$ cat src/rtl/mem_access_unit_pkg.sv
// Shared encodings and helpers for the data-memory access unit.
// Sizes, FSM states, the alignment check and the store lane merge.
package mem_pkg;

    localparam logic [1:0] SZ_BYTE = 2'b00;
    localparam logic [1:0] SZ_HALF = 2'b01;
    localparam logic [1:0] SZ_WORD = 2'b10;
    localparam logic [1:0] SZ_ILL  = 2'b11;

    typedef logic [2:0] state_t;

    localparam state_t ST_IDLE   = 3'd0;
    localparam state_t ST_RD     = 3'd1;
    localparam state_t ST_WR     = 3'd2;
    localparam state_t ST_RMW_RD = 3'd3;
    localparam state_t ST_RESP   = 3'd4;

    function automatic logic access_err(input logic [1:0] size, input logic [1:0] offset);
        logic err;
        case (size)
            SZ_BYTE: err = 1'b0;
            SZ_HALF: err = offset[0];
            SZ_WORD: err = (offset != 2'b00);
            SZ_ILL:  err = 1'b1;
            default: err = 1'b1;
        endcase
        return err;
    endfunction

    // Replaces the addressed lane of old_word; word size passes wdata straight through.
    function automatic logic [31:0] lane_merge(input logic [31:0] old_word,
                                               input logic [31:0] wdata,
                                               input logic [1:0]  size,
                                               input logic [1:0]  offset);
        logic [31:0] merged;
        merged = old_word;
        case (size)
            SZ_BYTE: merged[{offset, 3'b000} +: 8]     = wdata[7:0];
            SZ_HALF: merged[{offset[1], 4'b0000} +: 16] = wdata[15:0];
            default: merged = wdata;
        endcase
        return merged;
    endfunction

endpackage

$ cat src/rtl/mem_access_unit_if.sv
// Request/response handshake plus the dataMemory port of the access unit.
// slave = the access unit, master = MEM stage and memory together.
interface mem_access_unit_if #(
    parameter int ADDR_WIDTH = 32
);
    logic                  req_valid;
    logic                  req_ready;
    logic                  req_we;
    logic [1:0]            req_size;
    logic                  req_signed;
    logic [ADDR_WIDTH-1:0] req_addr;
    logic [31:0]           req_wdata;

    logic                  resp_valid;
    logic                  resp_ready;
    logic [31:0]           resp_rdata;
    logic                  resp_err;

    logic                  mem_we;
    logic [ADDR_WIDTH-1:0] mem_a;
    logic [31:0]           mem_wd;
    logic [31:0]           mem_rd;

    modport slave (
        input  req_valid, req_we, req_size, req_signed, req_addr, req_wdata,
        output req_ready,
        output resp_valid, resp_rdata, resp_err,
        input  resp_ready,
        output mem_we, mem_a, mem_wd,
        input  mem_rd
    );

    modport master (
        output req_valid, req_we, req_size, req_signed, req_addr, req_wdata,
        input  req_ready,
        input  resp_valid, resp_rdata, resp_err,
        output resp_ready,
        input  mem_we, mem_a, mem_wd,
        output mem_rd
    );

endinterface

$ cat src/rtl/mem_lane_extract.sv
// Little-endian lane select with sign/zero extension for loads.
// Pure combinational so the pipeline's load alignment can reuse it.
module mem_lane_extract
    import mem_pkg::*;
(
    input  logic [31:0] word_i,
    input  logic [1:0]  size_i,
    input  logic [1:0]  offset_i,
    input  logic        signed_i,
    output logic [31:0] data_o
);

    logic [7:0]  byte_sel;
    logic [15:0] half_sel;

    assign byte_sel = word_i[{offset_i, 3'b000} +: 8];
    assign half_sel = word_i[{offset_i[1], 4'b0000} +: 16];

    always_comb begin
        data_o = word_i;
        case (size_i)
            SZ_BYTE: data_o = {{24{signed_i & byte_sel[7]}}, byte_sel};
            SZ_HALF: data_o = {{16{signed_i & half_sel[15]}}, half_sel};
            default: data_o = word_i;
        endcase
    end

endmodule

$ cat src/rtl/mem_access_unit.sv
// Load/store initiator for a word-only dataMemory: sub-word stores via
// read-modify-write, sub-word loads via lane extract, one response per request.
module mem_access_unit
    import mem_pkg::*;
#(
    parameter int ADDR_WIDTH = 32
) (
    input  logic             clk,
    input  logic             rst_n,
    mem_access_unit_if.slave bus
);

    state_t                state_q, state_d;
    logic                  we_q, we_d;
    logic [1:0]            size_q, size_d;
    logic                  signed_q, signed_d;
    logic [ADDR_WIDTH-1:0] addr_q, addr_d;
    logic [31:0]           wdata_q, wdata_d;
    logic [31:0]           old_q, old_d;
    logic [31:0]           rdata_q, rdata_d;
    logic                  err_q, err_d;

    logic [31:0]           load_data;
    logic                  mem_cycle;

    mem_lane_extract u_extract (
        .word_i   (bus.mem_rd),
        .size_i   (size_q),
        .offset_i (addr_q[1:0]),
        .signed_i (signed_q),
        .data_o   (load_data)
    );

    always_comb begin
        state_d  = state_q;
        we_d     = we_q;
        size_d   = size_q;
        signed_d = signed_q;
        addr_d   = addr_q;
        wdata_d  = wdata_q;
        old_d    = old_q;
        rdata_d  = rdata_q;
        err_d    = err_q;
        case (state_q)
            ST_IDLE: begin
                if (bus.req_valid) begin
                    we_d     = bus.req_we;
                    size_d   = bus.req_size;
                    signed_d = bus.req_signed;
                    addr_d   = bus.req_addr;
                    wdata_d  = bus.req_wdata;
                    rdata_d  = '0;
                    err_d    = access_err(bus.req_size, bus.req_addr[1:0]);
                    if (err_d)
                        state_d = ST_RESP;
                    else if (!bus.req_we)
                        state_d = ST_RD;
                    else if (bus.req_size == SZ_WORD)
                        state_d = ST_WR;
                    else
                        state_d = ST_RMW_RD;
                end
            end
            ST_RD: begin
                rdata_d = load_data;
                state_d = ST_RESP;
            end
            ST_RMW_RD: begin
                old_d   = bus.mem_rd;
                state_d = ST_WR;
            end
            ST_WR: begin
                state_d = ST_RESP;
            end
            ST_RESP: begin
                if (bus.resp_ready)
                    state_d = ST_IDLE;
            end
            default: begin
                state_d = ST_IDLE;
            end
        endcase
    end

    always_ff @(posedge clk or negedge rst_n) begin
        if (!rst_n) begin
            state_q  <= ST_IDLE;
            we_q     <= 1'b0;
            size_q   <= SZ_BYTE;
            signed_q <= 1'b0;
            addr_q   <= '0;
            wdata_q  <= '0;
            old_q    <= '0;
            rdata_q  <= '0;
            err_q    <= 1'b0;
        end else begin
            state_q  <= state_d;
            we_q     <= we_d;
            size_q   <= size_d;
            signed_q <= signed_d;
            addr_q   <= addr_d;
            wdata_q  <= wdata_d;
            old_q    <= old_d;
            rdata_q  <= rdata_d;
            err_q    <= err_d;
        end
    end

    // Memory strobes decode straight from state so reset kills a pending write at once.
    assign mem_cycle      = (state_q == ST_RD) || (state_q == ST_WR) || (state_q == ST_RMW_RD);
    assign bus.mem_we     = (state_q == ST_WR);
    assign bus.mem_a      = mem_cycle ? {addr_q[ADDR_WIDTH-1:2], 2'b00} : '0;
    assign bus.mem_wd     = (state_q == ST_WR) ? lane_merge(old_q, wdata_q, size_q, addr_q[1:0]) : '0;

    assign bus.req_ready  = (state_q == ST_IDLE);
    assign bus.resp_valid = (state_q == ST_RESP);
    assign bus.resp_rdata = rdata_q;
    assign bus.resp_err   = err_q;

    logic unused_we;
    assign unused_we = we_q;

endmodule

$ cat src/flat_wrapper.sv
// flat-port wrapper written by rule: the top's interface ports become plain ports
module mem_access_unit_flat import mem_pkg::*;
#(
    parameter int ADDR_WIDTH = 32
)
  (clk, rst_n, bus_req_valid, bus_req_we, bus_req_size, bus_req_signed, bus_req_addr, bus_req_wdata, bus_req_ready, bus_resp_valid, bus_resp_rdata, bus_resp_err, bus_resp_ready, bus_mem_we, bus_mem_a, bus_mem_wd, bus_mem_rd);
  mem_access_unit_if #(.ADDR_WIDTH(ADDR_WIDTH)) bus_i ();
  input  logic clk;
  input  logic rst_n;
  input wire logic [$bits(bus_i.req_valid)-1:0] bus_req_valid;
  input wire logic [$bits(bus_i.req_we)-1:0] bus_req_we;
  input wire logic [$bits(bus_i.req_size)-1:0] bus_req_size;
  input wire logic [$bits(bus_i.req_signed)-1:0] bus_req_signed;
  input wire logic [$bits(bus_i.req_addr)-1:0] bus_req_addr;
  input wire logic [$bits(bus_i.req_wdata)-1:0] bus_req_wdata;
  output wire logic [$bits(bus_i.req_ready)-1:0] bus_req_ready;
  output wire logic [$bits(bus_i.resp_valid)-1:0] bus_resp_valid;
  output wire logic [$bits(bus_i.resp_rdata)-1:0] bus_resp_rdata;
  output wire logic [$bits(bus_i.resp_err)-1:0] bus_resp_err;
  input wire logic [$bits(bus_i.resp_ready)-1:0] bus_resp_ready;
  output wire logic [$bits(bus_i.mem_we)-1:0] bus_mem_we;
  output wire logic [$bits(bus_i.mem_a)-1:0] bus_mem_a;
  output wire logic [$bits(bus_i.mem_wd)-1:0] bus_mem_wd;
  input wire logic [$bits(bus_i.mem_rd)-1:0] bus_mem_rd;
  assign bus_i.req_valid = bus_req_valid;
  assign bus_i.req_we = bus_req_we;
  assign bus_i.req_size = bus_req_size;
  assign bus_i.req_signed = bus_req_signed;
  assign bus_i.req_addr = bus_req_addr;
  assign bus_i.req_wdata = bus_req_wdata;
  assign bus_req_ready = bus_i.req_ready;
  assign bus_resp_valid = bus_i.resp_valid;
  assign bus_resp_rdata = bus_i.resp_rdata;
  assign bus_resp_err = bus_i.resp_err;
  assign bus_i.resp_ready = bus_resp_ready;
  assign bus_mem_we = bus_i.mem_we;
  assign bus_mem_a = bus_i.mem_a;
  assign bus_mem_wd = bus_i.mem_wd;
  assign bus_i.mem_rd = bus_mem_rd;
  mem_access_unit #(.ADDR_WIDTH(ADDR_WIDTH)) u_core (.clk(clk), .rst_n(rst_n), .bus(bus_i));
endmodule
$ cat config.mk
export PLATFORM = sky130hd
export DESIGN_NAME = mem_access_unit_flat
export DESIGN_NICKNAME = d
export VERILOG_FILES = /design/src/rtl/mem_access_unit_pkg.sv /design/src/rtl/mem_access_unit_if.sv /design/src/rtl/mem_lane_extract.sv /design/src/rtl/mem_access_unit.sv /design/src/flat_wrapper.sv
export SDC_FILE = /design/constraint.sdc
export NUM_CORES = 1
export LEC_CHECK = 0
export CAP_MARGIN = 25
export CORE_MARGIN = 1
export CORE_UTILIZATION = 44
export CTS_CLUSTER_DIAMETER = 200
export DETAILED_ROUTE_END_ITERATION = 10
export HOLD_SLACK_MARGIN = 0.1
export MAX_ROUTING_LAYER = met4
export PLACE_DENSITY = 0.75
export SYNTH_ARGS = -nofsm -noshare
export SYNTH_HDL_FRONTEND = slang
export SYNTH_SLANG_ARGS = --single-unit
$ cat constraint.sdc
create_clock -name clk -period 6.3 [get_ports clk]
set_clock_uncertainty 0.1 [all_clocks]
set_input_delay 0.63 -clock clk [delete_from_list [all_inputs] [get_ports clk]]
set_output_delay 0.63 -clock clk [all_outputs]
set_load 0.01 [all_outputs]
==> flow_summary.yaml <==
run_status:
  status: "completed"
timing:
  finalSetupTns_ps: 0
  worst_slew_pin_slew_ps: 925
  period_share: 0.681
  setup_viol: 0
  rsz0062_at_grt: "no"
  fmaxAchievable_ghz: 0.233
  relSlewSlack: 0.378
  fin_crit_ps: 4290
  worst_slack_ps: 2010
  hold_violations: 0
  slew_violations: 0
clock_network:
  clk_pin_slew_ps: 60
  cts_setup_buffers: 0
  clk_path_buf_depth: 2
  cts_root_buffer: "clkbuf_16"
  cts-resized-gates: 0
  clk_latency_ps: 420
  numCtsBuffers: 17
  h-tree-depth: 4
  cts_hold_buf: 0
  clock_sinks: 135
  cts_tree: "built"
cells_and_area:
  n_fill_cell: 1314
  final-seq-area_um2: 3380
  drive_gt1_frac: 0.0925
  final_nets: 1053
  area_growth_syn_to_layout_pct: 38.3
  multi_input_area_um2: 3320
floorplanning:
  fp.dieArea_um2: 16500
  io_pins: 204
  die_x_um: 128
  initial_utilization: 0.456
  num_rows: 45
  die_y_um: 128
  core_um2: 15400
power:
  ir_drop_mv: 0.289
  p_sw_mw: 1.69
  total_power_mw: 4.42
  p_seq_frac: 0.359
  p_int_mw: 2.73
  p_sw_frac: 0.382
  leakagePower_nw: 4.36
  combinationalPowerShare: 0.417
  power_density_nw_per_um2: 454
  p_clk_frac: 0.224
routing:
  drtPass1Iterations: 6
  antenna_left: 0
  drtIter0Drc: 499
  wl_um: 22000
  via_per_inst: 5.67
  vias: 6589
  drc: 0
  wl_per_cell_um: 19.0
synthesis:
  synthFlopType: "dfrtp_1"
  synth-edff-count: 0
  syn_avg_cell_area_um2: 9.13
  synth_area_um2: 7040
  synthTopCellsByArea: "dfrtp_1, nand2_1, mux2_2"
  yosysWarnings: 0
  synth_seq_cells: 135
  synthMostInstantiatedCell: "nand2_1"
  ys_types: 48
  synthArstFlopShare: 1.00
  synthCells: 771
  synth_top_area_frac: 0.480
  synth_top_area_cell: "dfrtp_1"
  synth_common_cells: "nand2_1, dfrtp_1, mux2_2, o21ai_0, clkbuf_1"
  yosysSeqAreaShare: 0.480
placement:
  place_congestion: 0.884
  portBuffers: 201
  dp_hpwl_um: 15200
  pre_cts_ws_ps: 2540
grt:
  gr-total-overflow: 0
  grt_pass1_vias: 6174
  grt_pass1_wl_um: 33900
  grt_start_max_net_pins: 80
  grt.total_usage: 0.281
  antenna_found_initial: 1
critical_path:
  cp-end-kind: "output pin"
  reg2reg_slack_ps: 3820
  crit_arrival_ps: 3560
  critPathMaxFanout: 38
  reg2reg_from: "u_core.addr_q[1]"
  required_ps: 5570
  worst-r2r-cell-count: 5
  crit_path_start_kind: "flip-flop"
  critPathKind: "reg -> out"
  regToRegEndpoint: "u_core.bus.resp_rdata[13]"
min_path:
  hold_path.class: "in -> async"
flow_run:
  max_cap_viol_count: 0
[per-layer routing]
| layer | global-route usage | up-vias | wire, µm |
|---|---|---|---|
| met5 | - | - | 0 |
| met1 | 0.387 | 3156 | 9430 |
| li1 | - | 3049 | - |
| met2 | 0.393 | 341 | 9760 |
| met4 | 0.111 | 0 | 583 |
| met3 | 0.0715 | 43 | 2270 |
[worst max-delay path by stage]
| stage | from | endpoint |
|---|---|---|
| floorplan | u_core.addr_q[1] | bus_mem_wd[30] |
| global placement | u_core.addr_q[1] | bus_mem_wd[28] |
| detailed placement | u_core.addr_q[1] | bus_mem_wd[24] |
| CTS | u_core.addr_q[1] | bus_mem_wd[24] |
| global route | u_core.addr_q[1] | bus_mem_wd[24] |
| finish | u_core.addr_q[1] | bus_mem_wd[24] |
[cell families after synthesis]
logic type      share of synthesized area
flops                               0.480
fa+ha+maj                         0.00889
simple gates                        0.196
mux                                0.0768
compound gates                      0.188
buf+inv                            0.0494
other cells                      0.000533
[placed cells by master (no fill, tap or decap), drive strengths merged, types with 2 or more instances in the layout]
master / count
clkinv: 3
o21ai: 39
nor2: 18
or2: 2
nor4b: 2
a22oi: 24
conb: 2
bufinv: 3
a22o: 17
clkdlybuf4s50: 200
ha: 5
nand2b: 2
nor2b: 10
mux2: 40
a222oi: 7
a21oi: 29
clkbuf: 21
and2: 31
a32o: 7
nor3: 11
and4: 2
a221o: 14
a221oi: 17
o21a: 2
dfrtp: 135
nor3b: 3
o22ai: 25
mux2i: 9
nand2: 228
buf: 11
inv: 23
[state kept, by name, indices dropped and copies added, names as in the netlist]
signal and flops:
u_core.addr_q 32, u_core.bus.resp_err 1, u_core.bus.resp_rdata 32, u_core.old_q 32, u_core.signed_q 1, u_core.size_q 2
u_core.state_q 3, u_core.wdata_q 32
[final cells by class]
class	instances	area share
Antenna cell	1	0.000257
Clock buffer	21	0.0483
Clock inverter	5	0.0103
Inverter	24	0.00926
Multi-Input combinational cell	555	0.341
Sequential cell	135	0.347
Tap cell	211	0.0271
Timing Repair Buffer	211	0.217
[per-stage QoR]
step | hold slack [ps] | utilization | std cells | cell area (µm²)
4_1_cts | 112 | 0.631 | 1162 | 9730
2_1_floorplan | 234 | - | 772 | 7040
5_1_grt | 128 | 0.631 | 1163 | 9730
3_3_place_gp | 349 | 0.592 | 1135 | 9130
6_report | 87.4 | 0.631 | 1163 | 9730
3_5_place_dp | 354 | 0.594 | 1136 | 9160
[power by group through the flow]
| stage | Clock (mW) | Sequential [mW] | Combinational [mW] |
|---|---|---|---|
| final | 0.991 | 1.59 | 1.84 |
| after global routing | 1.04 | 1.63 | 2.02 |
| after CTS | 1.00 | 1.57 | 1.83 |
| after detailed placement | 0 | 1.58 | 1.83 |
| after global placement | 0 | 1.58 | 1.77 |
| after floorplan | 0 | 1.48 | 1.19 |
[critical path, cell delays in order (launching register included)]
cell and delay [ps]:
dfrtp_1 340, buf_4 460, ha_1 250, clkinv_1 260
nor4b_2 810, a221oi_1 200, nor3_1 230, clkdlybuf4s50_1 590
(Power assumes the default switching activity.)
